$ cat src/rtl/bch_pkg.sv
// Shared BCH(63,51) code dimensions and the transmit scheduler state encoding.
package bch_pkg;

  localparam int unsigned K = 51;
  localparam int unsigned N = 63;

  typedef enum logic [1:0] {
    IDLE  = 2'd0,
    SHIFT = 2'd1,
    GAP   = 2'd2
  } state_e;

endpackage

$ cat src/rtl/rr_arb2.sv
// Two-input round-robin arbiter: on contention the source not granted last time wins.
module rr_arb2 (
  input  logic valid0_i,
  input  logic valid1_i,
  input  logic last_grant_i,
  output logic gnt_valid_o,
  output logic gnt_o
);

  always_comb begin
    gnt_valid_o = valid0_i | valid1_i;
    if (valid0_i && valid1_i) begin
      gnt_o = ~last_grant_i;
    end else begin
      gnt_o = valid1_i;
    end
  end

endmodule

$ cat src/rtl/bch_tx_sched.sv
// Shares one bit-serial BCH encoder between two message sources: accepts whole
// K-bit messages, shifts them MSB-first, then idles for the N-K parity cycles.
module bch_tx_sched #(
  parameter int unsigned K  = bch_pkg::K,
  parameter int unsigned N  = bch_pkg::N,
  parameter int unsigned CW = 16
) (
  input  logic          clk,
  input  logic          rst,
  input  logic          req0_valid,
  output logic          req0_ready,
  input  logic [K-1:0]  req0_data,
  input  logic          req1_valid,
  output logic          req1_ready,
  input  logic [K-1:0]  req1_data,
  output logic          enc_valid,
  input  logic          enc_ready,
  output logic          enc_data,
  output logic          enc_sof,
  output logic          enc_eof,
  output logic          cur_src,
  output logic          busy,
  output logic [CW-1:0] frames0,
  output logic [CW-1:0] frames1
);

  import bch_pkg::*;

  localparam int unsigned BW = $clog2(K);
  localparam int unsigned GW = $clog2(N - K + 1);

  state_e          state_q;
  logic [K-1:0]    sr_q;
  logic [BW-1:0]   bitcnt_q;
  logic [GW-1:0]   gapcnt_q;
  logic            last_grant_q;
  logic            cur_src_q;
  logic [CW-1:0]   frames0_q;
  logic [CW-1:0]   frames1_q;

  logic gnt_valid;
  logic gnt;
  logic hs;
  logic last_bit;

  rr_arb2 u_arb (
    .valid0_i     (req0_valid),
    .valid1_i     (req1_valid),
    .last_grant_i (last_grant_q),
    .gnt_valid_o  (gnt_valid),
    .gnt_o        (gnt)
  );

  // A grant in IDLE is always a handshake: ready is only raised for a valid source.
  assign hs         = !rst && (state_q == IDLE) && gnt_valid;
  assign req0_ready = hs && !gnt;
  assign req1_ready = hs && gnt;

  assign last_bit  = (bitcnt_q == BW'(K - 1));
  assign enc_valid = (state_q == SHIFT);
  assign enc_data  = enc_valid && sr_q[K-1];
  assign enc_sof   = enc_valid && (bitcnt_q == '0);
  assign enc_eof   = enc_valid && last_bit;
  assign busy      = (state_q != IDLE);
  assign cur_src   = cur_src_q;
  assign frames0   = frames0_q;
  assign frames1   = frames1_q;

  always_ff @(posedge clk) begin
    if (rst) begin
      state_q      <= IDLE;
      sr_q         <= '0;
      bitcnt_q     <= '0;
      gapcnt_q     <= '0;
      last_grant_q <= 1'b1;
      cur_src_q    <= 1'b0;
      frames0_q    <= '0;
      frames1_q    <= '0;
    end else begin
      unique case (state_q)
        IDLE: begin
          if (hs) begin
            sr_q         <= gnt ? req1_data : req0_data;
            cur_src_q    <= gnt;
            last_grant_q <= gnt;
            bitcnt_q     <= '0;
            state_q      <= SHIFT;
          end
        end
        SHIFT: begin
          if (enc_ready) begin
            sr_q     <= {sr_q[K-2:0], 1'b0};
            bitcnt_q <= bitcnt_q + 1'b1;
            if (last_bit) begin
              if (cur_src_q) begin
                frames1_q <= frames1_q + CW'(1);
              end else begin
                frames0_q <= frames0_q + CW'(1);
              end
              gapcnt_q <= '0;
              state_q  <= GAP;
            end
          end
        end
        GAP: begin
          if (gapcnt_q == GW'(N - K - 1)) begin
            state_q <= IDLE;
          end else begin
            gapcnt_q <= gapcnt_q + 1'b1;
          end
        end
        default: state_q <= IDLE;
      endcase
    end
  end

endmodule

$ cat config.mk
export PLATFORM = sky130hd
export DESIGN_NAME = bch_tx_sched
export DESIGN_NICKNAME = d
export VERILOG_FILES = /design/src/rtl/bch_pkg.sv /design/src/rtl/rr_arb2.sv /design/src/rtl/bch_tx_sched.sv
export SDC_FILE = /design/constraint.sdc
export NUM_CORES = 1
export LEC_CHECK = 0
export CAP_MARGIN = 20
export CORE_MARGIN = 4
export CORE_UTILIZATION = 40
export CTS_CLUSTER_DIAMETER = 100
export DETAILED_ROUTE_END_ITERATION = 8
export PLACE_DENSITY = 0.7
export RECOVER_POWER = 25
export SLEW_MARGIN = 25
export SYNTH_ARGS = -nofsm -noshare
export SYNTH_HDL_FRONTEND = slang
export SYNTH_SLANG_ARGS = --single-unit
$ cat constraint.sdc
create_clock -name clk -period 2.8 [get_ports clk]
set_input_delay 0.28 -clock clk [delete_from_list [all_inputs] [get_ports clk]]
set_output_delay 0.28 -clock clk [all_outputs]
set_load 0.01 [all_outputs]
==> out/results.ini <==
[run_status]
status = complete, no violations

[timing]
rsz0062_at_grt = no
worst_slew_pin_slew_ns = 0.886
setup_viol = 0
final_max_slew_viol_count = 0
setup_tns_ns = 0
post-route-min-period_ns = 2.62
fmax_mhz = 382
post-route-period-util_pct = 93.4
skew_ns = 0.00798
hold_viol = 0
slew-limit-headroom_pct = 40.9

[clocking]
post_cts_buffers = 0
cts_resized = 0
clk_pin_slew_ns = 0.07
tritoncts = built
h-tree-depth = 3
cts.sink_count = 97
clockBufferDepth = 2
clock_latency_ns = 0.33
cts_buffers = 9
postCtsHoldBufs = 0
root_buffer = clkbuf_16

[routing]
vias_per_cell = 5.54
num_vias = 4916
routed_wl_um = 13400
wl_per_cell_um = 15.0
drt_iter0_drc = 324
ant_nets = 0
drc = 0
drt-pass1-iter-count = 4

[logic_synthesis]
synth_seq_cells = 97
ys_warn_count = 0
synth_nets = 729
syn_avg_cell_area_um2 = 7.78
seq_area_frac_synth_pct = 40.5
synthCells = 616
synth-edff-count = 0
ys_types = 43
async_flop_share_pct = 0
synth_top_flop_cell = dfxtp_1
netlist_area_um2 = 4790

[cells_and_area]
final_cell_mix = clkdlybuf4s50_1 (120), nand2_1 (119), dfxtp_1 (97)
final_util_pct = 58.0
n_antenna_cell = 0
multiInputGateArea_um2 = 2680
drive_gt1_share_pct = 4.70
stdcell_area_um2 = 6710
n_fill_cell = 1057
nets = 854
final_common_cell = clkdlybuf4s50_1
layout.cells.non_filler = 888
area_growth_pct = 39.9
register_area_um2 = 1940

[worst_setup_path]
critPathArrivalTime_ns = 2.34
cp.required_ns = 2.52
worst_setup_path_end_kind = output port
path_delay_family = simple AND/OR/NAND/NOR gates
cp_num_buf_inv = 1
slowest_stage = or4b_4
worstPathCellList = or4b_4 -> nor4b_1 -> clkdlybuf4s50_1
cpPeakStageDelay_ns = 0.65
path_max_fanout = 14
start_kind = register
timing_worst_setup_path_type = reg -> out

[flow_run]
cap_violations = 0

[floorplanning]
dieWidth_um = 117
io-pin-count = 147
initial_utilization_pct = 41.5
num_rows = 39
core_area_um2 = 11600
die_h_um = 117
dieArea_um2 = 13800

[global_routing]
overflow = 0
grt_pass1_wl_um = 21800
grt_max_degree = 101
grt_usage_pct = 18.4
grt_pass1_vias = 4691
antenna_found_initial = 1

[placement]
portBuffers = 146
placed_cells = 873
place_congestion = 0.834
hpwlAfterDp_um = 9640
dpl_cell_area_um2 = 6410

[min_path]
holdCritPathClass = reg -> reg

[pwr]
fin_total_pwr_mw = 3.28
leakage_nw = 2.58
power_density_nw_per_um2 = 489
ir_worst_vdd_mv = 0.380

[stage by stage]
stage	hold slack [ns]	worst slack, ns
global placement	0.459	0.414
CTS	0.479	0.123
detailed placement	0.458	0.412
global route	0.497	0.0992
floorplan	0.433	0.688
finish	0.479	0.184
[power breakdown]
part / internal [mW] / switching (mW) / leakage [nW]
registers: 1.46 / 0.0467 / 0.793
logic: 0.285 / 0.240 / 1.64
clock network: 0.736 / 0.516 / 0.140
[metal layers]
layer	global-route usage, %	wire length (um)
met1	23.8	6230
met2	29.9	6020
met3	4.95	861
met4	6.45	229
met5	0	19
[cells in the mapped netlist, drive strengths merged, types with 2 or more instances]
| master | number | share of area [%] |
|---|---|---|
| nor2 | 74 | 5.8 |
| nor2b | 2 | 0.26 |
| ha | 6 | 1.6 |
| o31ai | 9 | 1.4 |
| a31oi | 50 | 6.5 |
| or4 | 12 | 1.9 |
| o21ai | 16 | 1.7 |
| mux2i | 3 | 0.63 |
| clkbuf | 45 | 3.5 |
| dfxtp | 97 | 41 |
| a22oi | 3 | 0.47 |
| a22o | 50 | 9.1 |
| nand2 | 119 | 9.3 |
| and4 | 4 | 0.73 |
| nor3 | 4 | 0.42 |
| and2 | 2 | 0.26 |
| nand4 | 9 | 1.2 |
| xnor2 | 11 | 2.0 |
| nor4 | 8 | 1.0 |
| or3 | 15 | 2.0 |
| a21oi | 26 | 2.7 |
| nand3 | 14 | 1.5 |
| nand2b | 2 | 0.26 |
| nor4b | 4 | 0.73 |
| nand4b | 2 | 0.37 |
| nand3b | 5 | 0.78 |
| inv | 8 | 0.63 |
[area by class of cell]
cell class	instances	area share (%)
multi-input combinational	465	40.0
inverter	8	0.448
timing repair buffer	160	23.4
sequential	97	28.9
tap	143	2.67
clock buffer	11	3.77
clock inverter	4	0.783
[registers in the layout, indices dropped and copies added (netlist names)]
| signal | flops |
|---|---|
| state_q | 2 |
| frames1 | 16 |
| last_grant_q | 1 |
| gapcnt_q | 4 |
| frames0 | 16 |
| bitcnt_q | 6 |
| sr_q | 51 |
| cur_src | 1 |
[kinds of logic after synthesis]
kind of cell | Yosys count | share of synthesized area [%]
adders and majority gates | 6 | 1.57
DFF | 97 | 40.5
AOI/OAI and AO/OA | 164 | 23.7
xor gates and xnor gates | 12 | 2.19
muxes | 3 | 0.626
buffers and inverters | 54 | 4.25
and+or+nand+nor | 280 | 27.1
[worst paths after layout]
kind | endpoint | slack, ns | startpoint | depth (start not counted)
worst min register to register | gapcnt_q[1] | 0.48 | gapcnt_q[1] | 2
worst max register to register | frames0[12] | 0.44 | bitcnt_q[2] | 4
worst min-delay path | gapcnt_q[1] | 0.48 | gapcnt_q[1] | 2
worst max-delay path | enc_sof | 0.18 | bitcnt_q[2] | 3
[worst min-delay path, delay by kind of cell (launching register included)]
family	cells	cell delay (ns)
and+or+nand+nor	1	0.06
AOI/OAI and AO/OA	1	0.05
DFF	1	0.32
No activity file was read; power rests on OpenSTA's default activity.
